## config.mk

```make
export PLATFORM = sky130hd
export DESIGN_NAME = seg7_scan_driver
export DESIGN_NICKNAME = d
export VERILOG_FILES = /design/src/rtl/seg7_scan_driver.sv
export SDC_FILE = /design/constraint.sdc
export NUM_CORES = 1
export LEC_CHECK = 0
export ABC_AREA = 1
export BUFFER_PORTS_ARGS = -buffer_cell sky130_fd_sc_hd__clkbuf_2
export CORE_MARGIN = 10
export CORE_UTILIZATION = 40
export DETAILED_ROUTE_END_ITERATION = 10
export PLACE_DENSITY = 0.66
export SLEW_MARGIN = 40
export SYNTH_ARGS = -nofsm -noshare
export SYNTH_HDL_FRONTEND = slang
export SYNTH_SLANG_ARGS = --single-unit
```

## constraint.sdc

```tcl
create_clock -name clk -period 3.9 [get_ports clk]
set_input_delay 0.39 -clock clk [delete_from_list [all_inputs] [get_ports clk]]
set_output_delay 0.39 -clock clk [all_outputs]
set_load 0.01 [all_outputs]
```

## src/rtl/seg7_scan_driver.sv

```systemverilog
// Multiplexed 4-digit 7-segment driver: double-buffered load, blank-gap scanning,
// optional leading-zero suppression, all pins registered.
module seg7_scan_driver #(
    parameter int Simulacion = 0,
    parameter int CLK_HZ     = 10_000_000,
    parameter int REFRESH_HZ = 1000
) (
    input  logic        clk,
    input  logic        reset,
    input  logic [15:0] value,
    input  logic [3:0]  dp_in,
    input  logic [3:0]  digit_en,
    input  logic        lz_blank,
    input  logic        load,
    output logic [3:0]  AN,
    output logic [6:0]  SEG,
    output logic        DP,
    output logic        frame_tick,
    output logic        load_ack
);

    localparam int DIGIT_TICKS = (Simulacion != 0) ? 4 : CLK_HZ / (REFRESH_HZ * 4);
    localparam int BLANK_TICKS = (Simulacion != 0) ? 1 : DIGIT_TICKS / 16;
    localparam int CNT_W       = $clog2(DIGIT_TICKS);
    localparam logic [CNT_W-1:0] CNT_LAST  = CNT_W'(DIGIT_TICKS - 1);
    localparam logic [CNT_W-1:0] CNT_BLANK = CNT_W'(BLANK_TICKS);

    generate
        if (DIGIT_TICKS < BLANK_TICKS + 1 || BLANK_TICKS < 1) begin : g_bad_timing
            $error("seg7_scan_driver: slot too short for the blank gap");
        end
    endgenerate

    // Active-low hex glyphs, SEG[6]=g .. SEG[0]=a.
    function automatic logic [6:0] hex_to_seg(input logic [3:0] nib);
        logic [6:0] seg;
        case (nib)
            4'h0:    seg = 7'h40;
            4'h1:    seg = 7'h79;
            4'h2:    seg = 7'h24;
            4'h3:    seg = 7'h30;
            4'h4:    seg = 7'h19;
            4'h5:    seg = 7'h12;
            4'h6:    seg = 7'h02;
            4'h7:    seg = 7'h78;
            4'h8:    seg = 7'h00;
            4'h9:    seg = 7'h10;
            4'hA:    seg = 7'h08;
            4'hB:    seg = 7'h03;
            4'hC:    seg = 7'h46;
            4'hD:    seg = 7'h21;
            4'hE:    seg = 7'h06;
            4'hF:    seg = 7'h0E;
            default: seg = 7'h7F;
        endcase
        return seg;
    endfunction

    logic [CNT_W-1:0] cnt_r;
    logic [1:0]       idx_r;
    logic [15:0]      shadow_val_r, pend_val_r;
    logic [3:0]       shadow_dp_r, shadow_en_r, pend_dp_r, pend_en_r;
    logic             pend_r;

    logic             boundary_s;
    logic [1:0]       msnz_s;
    logic [3:0]       cur_nib_s;
    logic             visible_s;
    logic             drive_s;
    logic [3:0]       an_s;
    logic [6:0]       seg_s;
    logic             dp_s;

    // Frame boundary and index of the most significant nonzero displayed nibble.
    always_comb begin
        boundary_s = (idx_r == 2'd3) && (cnt_r == CNT_LAST);
        msnz_s     = 2'd0;
        if (shadow_val_r[15:12] != 4'h0) begin
            msnz_s = 2'd3;
        end else if (shadow_val_r[11:8] != 4'h0) begin
            msnz_s = 2'd2;
        end else if (shadow_val_r[7:4] != 4'h0) begin
            msnz_s = 2'd1;
        end else begin
            msnz_s = 2'd0;
        end
    end

    // Next pin values for the current slot; digit 0 is exempt from zero suppression.
    always_comb begin
        case (idx_r)
            2'd0:    cur_nib_s = shadow_val_r[3:0];
            2'd1:    cur_nib_s = shadow_val_r[7:4];
            2'd2:    cur_nib_s = shadow_val_r[11:8];
            2'd3:    cur_nib_s = shadow_val_r[15:12];
            default: cur_nib_s = 4'h0;
        endcase
        visible_s = shadow_en_r[idx_r] &&
                    (!lz_blank || (idx_r == 2'd0) || (idx_r <= msnz_s));
        drive_s   = (cnt_r >= CNT_BLANK) && visible_s;
        if (drive_s) begin
            an_s  = ~(4'b0001 << idx_r);
            seg_s = hex_to_seg(cur_nib_s);
            dp_s  = ~shadow_dp_r[idx_r];
        end else begin
            an_s  = 4'hF;
            seg_s = 7'h7F;
            dp_s  = 1'b1;
        end
    end

    // Slot tick counter and digit index.
    always_ff @(posedge clk or negedge reset) begin
        if (!reset) begin
            cnt_r <= '0;
            idx_r <= 2'd0;
        end else if (cnt_r == CNT_LAST) begin
            cnt_r <= '0;
            idx_r <= idx_r + 2'd1;
        end else begin
            cnt_r <= cnt_r + CNT_W'(1);
        end
    end

    // Pending/shadow double buffer; shadow only moves at a frame boundary.
    always_ff @(posedge clk or negedge reset) begin
        if (!reset) begin
            shadow_val_r <= 16'h0000;
            shadow_dp_r  <= 4'h0;
            shadow_en_r  <= 4'h0;
            pend_val_r   <= 16'h0000;
            pend_dp_r    <= 4'h0;
            pend_en_r    <= 4'h0;
            pend_r       <= 1'b0;
        end else begin
            if (boundary_s && pend_r) begin
                shadow_val_r <= pend_val_r;
                shadow_dp_r  <= pend_dp_r;
                shadow_en_r  <= pend_en_r;
            end
            if (load) begin
                pend_val_r <= value;
                pend_dp_r  <= dp_in;
                pend_en_r  <= digit_en;
                pend_r     <= 1'b1;
            end else if (boundary_s) begin
                pend_r     <= 1'b0;
            end
        end
    end

    // Registered pin outputs and handshake pulses.
    always_ff @(posedge clk or negedge reset) begin
        if (!reset) begin
            AN         <= 4'hF;
            SEG        <= 7'h7F;
            DP         <= 1'b1;
            frame_tick <= 1'b0;
            load_ack   <= 1'b0;
        end else begin
            AN         <= an_s;
            SEG        <= seg_s;
            DP         <= dp_s;
            frame_tick <= boundary_s;
            load_ack   <= boundary_s && pend_r;
        end
    end

endmodule

```

=== Word-level counts from Yosys, hierarchy flattened ===
Memories as Yosys holds them, arrays and structs flattened.
Index checks and enable logic that the tools add are counted.

* Register bits: 77
* Bits in latches: 0
* Memory bits (writable): 0
* ROM bits: 112
* Input port bits: 28
* Output and inout bits: 14
* Logic and storage cells: 53
* Memories: 1

* $add $sub $neg: 2
* Multipliers: 0
* Div/mod/pow operators: 0
* $lt $le $gt $ge: 3
* Equal/unequal tests: 4
* Shifts and indexed selects: 1
* Multiplexer cells: 14
* Bitwise gates (word level): 2
* Reduce and logical (&&, ||, !) cells: 12

{| class="wikitable"
|+ Memory list
! name !! depth !! bits a word !! read ports !! clocked after memory_dff !! wr ports !! line !! RTL
|-
| (no name shown) || 16 || 7 || 1 || 0 || 0 || 37 || <nowiki>case (nib)</nowiki>
|}

{| class="wikitable"
|+ Operators with widths
! kind !! count
|-
| $pmux 4 s4 || 1
|-
| $add 12x1->12 const B || 1
|-
| $eq 12x12->1 const B || 1
|-
| $ge 12x8->1 const B || 1
|-
| $mux 12 || 1
|-
| $reduce_bool 4->1 || 3
|-
| $mux 7 || 1
|-
| $mux 1 || 6
|-
| $bmux 1 s2 || 2
|-
| $eq 2x2->1 const B || 2
|-
| $logic_and 1x1->1 || 4
|-
| $mux 2 || 2
|-
| $mux 4 || 1
|-
| $not 4->4 || 1
|-
| $shl 1x2->4 const A || 1
|-
| $lt 2x3->1 const B || 1
|-
| $add 2x1->2 const B || 1
|-
| $eq 2x1->1 const B || 1
|-
| $le 2x2->1 || 1
|-
| $logic_not 2->1 || 1
|-
| $logic_or 1x1->1 || 2
|-
| $reduce_bool 2->1 || 1
|-
| $logic_not 1->1 || 1
|-
| $not 1->1 || 1
|}

=== Logic depth before layout (Yosys ltp) ===
* Depth in word-level cells: 9
* Mapped depth: 12
* Gate-level depth less buffers: 12

=== Worst setup path after synthesis ===
Ideal clock, no wire load.

* Kind: reg-to-reg
* Start: register idx_r[0]
* End: register SEG[3]
* Library setup time: 83 ps
* Arrival: 2,167 ps
* Required time: 3,817 ps
* Slack: 1,649 ps
* Cell stages (with the launch flop): 11
* Buffers on the path: 0
* Clock period less this slack: 2,251 ps
* Cells stage by stage: dfrtp_1 -> inv_1 -> ha_1 -> inv_2 -> nand2_1 -> o21ai_0 -> inv_1 -> ha_1 -> nand3b_1 -> nand3_1 -> nand3_1

* Word-level cells in the longest chain between the ends: 6
* Elaborated cells between the ends (all ways): 14
* Classes of those cells: order compare: 1; eq/ne: 3; mux: 4; reduce/logical: 5; memory: 1

{| class="wikitable"
|+ Ends and longest elaborated chain
! what !! line !! RTL
|-
| from (decl) || 60 || <nowiki>logic [1:0] idx_r;</nowiki>
|-
| from (signal assigned) || 119 || <nowiki>idx_r <= idx_r + 2'd1;</nowiki>
|-
| parallel branches: the longest is 5 deep, another holds $mem_v2 16x7 || -- ||
|-
| $mux 7 (*) || 101 || <nowiki>if (drive_s) begin</nowiki>
|-
| via seg_s[3] || 71 || <nowiki>logic [6:0] seg_s;</nowiki>
|-
| to (signal assigned) || 162 || <nowiki>SEG <= seg_s;</nowiki>
|-
| to (decl) || 16 || <nowiki>output logic [6:0] SEG,</nowiki>
|}

Mark *: on every way through the listed nets, which the timed path passes. The select of a mux whose other input is x is not followed.
A chain may end at the register's enable or synchronous reset.

=== Worst setup path in the final report ===
Same ends and word-level chain as after synthesis.

==> out/qor.yml <==
drtIter0Drc: 156
drc: 0
seq_area_mm2: 0.00194
ys_types: 33
synth.avg_cell_area_um2: 8.61
dieArea_mm2: 0.0133
place_ws_ps: 1280
track_usage_pct: 11.2
worstSkewPairLatency_ps: 340
wl_per_cell_um: 12.1
yosysWarnings: 0
multi_input_area_mm2: 0.00139
initial_utilization_pct: 41.4
p_int_mw: 1.15
place_area_mm2: 0.00388
synthCells: 421
drive_gt1_share_pct: 17.9
hpwl_um: 4970
startpoint: "idx_r[0]$_DFFE_PN0N_"
async_flop_share_pct: 100
synth-edff-count: 0
cp-start-kind: "register"
overflow: 0
grt_start_max_net_pins: 78
setup_viol: 0
clockPowerShare_pct: 40.0
cts_resized: 0
sequentialPowerShare_pct: 55.7
yosys-top-cells-area: "dfrtp_1 45%, nand2_1 13%, dfstp_2 8.7%"
post_cts_buffers: 0
finalCoreUtilization_pct: 46.6
finalCriticalPeriod_ps: 2630
crit_fanout: 8
routabilityCongestion: 0.855
grt_pass1_vias: 2728
crit_end: "SEG[3]$_DFF_PN1_"
die_w_um: 115
grt_setup_unrepaired: "false"
synth_nets: 463
worst_path_max_delay_cell: "o21ai_0"
post-route-period-util_pct: 67.4
total_power_mw: 1.49
vdd_ir_drop_max_uv: 230
layout_common_cells: "121 x nand2_1, 65 x dfrtp_1, 51 x inv_1"
tritoncts: "done"
r2r-end: "SEG[3]$_DFF_PN1_"
critical-path-max-stage-delay_ps: 530
arrival_ps: 2870
die_h_um: 115
syn-cell-area_mm2: 0.00363
layout_commonest_cell: "nand2_1"
setup_slack_ps: 1270
hold_buffers: 0
grt_pass1_wl_um: 12300
combPwrFrac_pct: 4.3
slew_headroom_pct: 49.0
outcome: "complete, no violations"
synth_top_area_share_pct: 44.9
path_clk_slew_ps: 80
synth_top_area_cell: "dfrtp_1"
p_sw_mw: 0.332
cap_violations: 0
r2r_cells: 10
vias: 2723
path_cells: "inv_1 -> ha_1 -> inv_2 -> nand2_1 -> o21ai_0 -> inv_1 -> ha_1 -> nand3b_1 -> nand3_1 -> nand3_1"
powerDensity_mw_per_mm2: 364
ys_seq_area_share_pct: 53.6
synth-main-ff-cell: "dfrtp_1"
endpoint_kind: "register"
drv_slew: 0
fillers: 874
num_rows: 34
synthToLayoutAreaGrowth_pct: 12.6
min_path_type: "input pin to asynchronous set/reset pin"
p_sw_share_pct: 22.3
final_cell_area_mm2: 0.00408
hold_viol_final: 0
final_nets: 501
cts_buffers: 9
antennaDiodeCount: 0
drtPass1Iterations: 4
p_leak_nw: 2.02
r2r-start: "idx_r[0]$_DFFE_PN0N_"
setup_tns_ps: 0
core-area_mm2: 0.00876
clockBufferDepth: 2
postRouteAntennaNets: 0
clock_sink_count: 77
max_freq_ghz: 0.380
r2r_slack_ps: 1270
numPortBuffers: 41
root_buffer: "clkbuf_8"
crit_type: "register to register"
tightest_slew_ps: 762
routed_via_density: 4.76
synth-seq-cells: 77
routed_wl_um: 6900
pin_count: 42
cp_data_required_time_ps: 4140
h-tree-depth: 3
antenna_found_initial: 0
skew_ps: 8.05
-- final cells by class --
class                           instances  area share [%]
Sequential cell                        77            47.5
Multi-Input combinational cell        275            33.9
Timing Repair Buffer                   42            5.36
Inverter                               54            4.96
Clock buffer                           10            3.37
Tap cell                              108            3.31
Clock inverter                          6            1.53
-- synth_stat cells, types with 3 or more instances --
cell type	instances
a21oi_1	5
buf_2	5
buf_6	4
clkbuf_1	5
dfrtp_1	65
dfstp_2	12
ha_1	14
inv_1	51
inv_2	3
nand2_1	121
nand3_1	24
nand4_1	3
nor2_1	25
nor3_1	5
o21ai_0	38
o21ai_1	16
o21ai_2	4
xor2_1	3
-- worst min path at each step --
stage                    endpoint  slack [ps]
3_5_place_dp   cnt_r[8]$_DFF_PN0_         460
6_report       cnt_r[3]$_DFF_PN0_          60
5_1_grt        cnt_r[3]$_DFF_PN0_         110
3_3_place_gp   cnt_r[0]$_DFF_PN0_         470
2_1_floorplan  cnt_r[0]$_DFF_PN0_          90
4_1_cts        cnt_r[2]$_DFF_PN0_          90
-- power groups by stage --
stage                     registers (mW)  logic (mW)  clock network [mW]
final                              0.827      0.0641               0.594
after global routing               0.830      0.0781               0.654
after CTS                          0.827      0.0669               0.614
after floorplan                    0.841      0.0299                   0
after detailed placement           0.843      0.0669                   0
after global placement             0.842      0.0651                   0
-- worst max-delay path: cells and delay by family (launching register included) --
family,cells,cell delay (ps)
flip-flops,1,480
AND/OR/NAND/NOR,4,410
adder cells (fa/ha/maj),2,600
buffers and inverters,3,510
AO/OA/AOI/OAI,1,530
-- cells by family (layout without fill, tap and decap cells) --
logic type | Yosys count | count (layout) | synth area share [%]
AND/OR/NAND/NOR | 191 | 191 | 22.6
XOR/XNOR | 3 | 3 | 0.725
buffers and inverters | 69 | 112 | 8.25
flip-flops | 77 | 77 | 53.6
adder cells (fa/ha/maj) | 14 | 14 | 4.83
AO/OA/AOI/OAI | 67 | 67 | 10.1
-- layer usage --
layer / share of wire (%) / global-route usage [%]
met1: 49 / 14.9
met2: 43 / 16.3
met3: 6.6 / 4.48
met4: 0.88 / 3.47
met5: 0 / 0
-- registers in the layout, indices dropped and copies added (netlist names) --
register      flops
frame_tick        1
SEG               7
shadow_en_r       4
AN                4
idx_r             2
shadow_dp_r       4
pend_r            1
pend_en_r         4
shadow_val_r     16
DP                1
pend_dp_r         4
pend_val_r       16
cnt_r            12
load_ack          1
-- metrics by stage --
stage          std cells  hold WS [ps]
2_1_floorplan        421          94.4
3_3_place_gp         556           469
3_5_place_dp         556           462
4_1_cts              572          90.9
5_1_grt              572           108
6_report             572          63.9
Power figures use the tool's default switching activity.
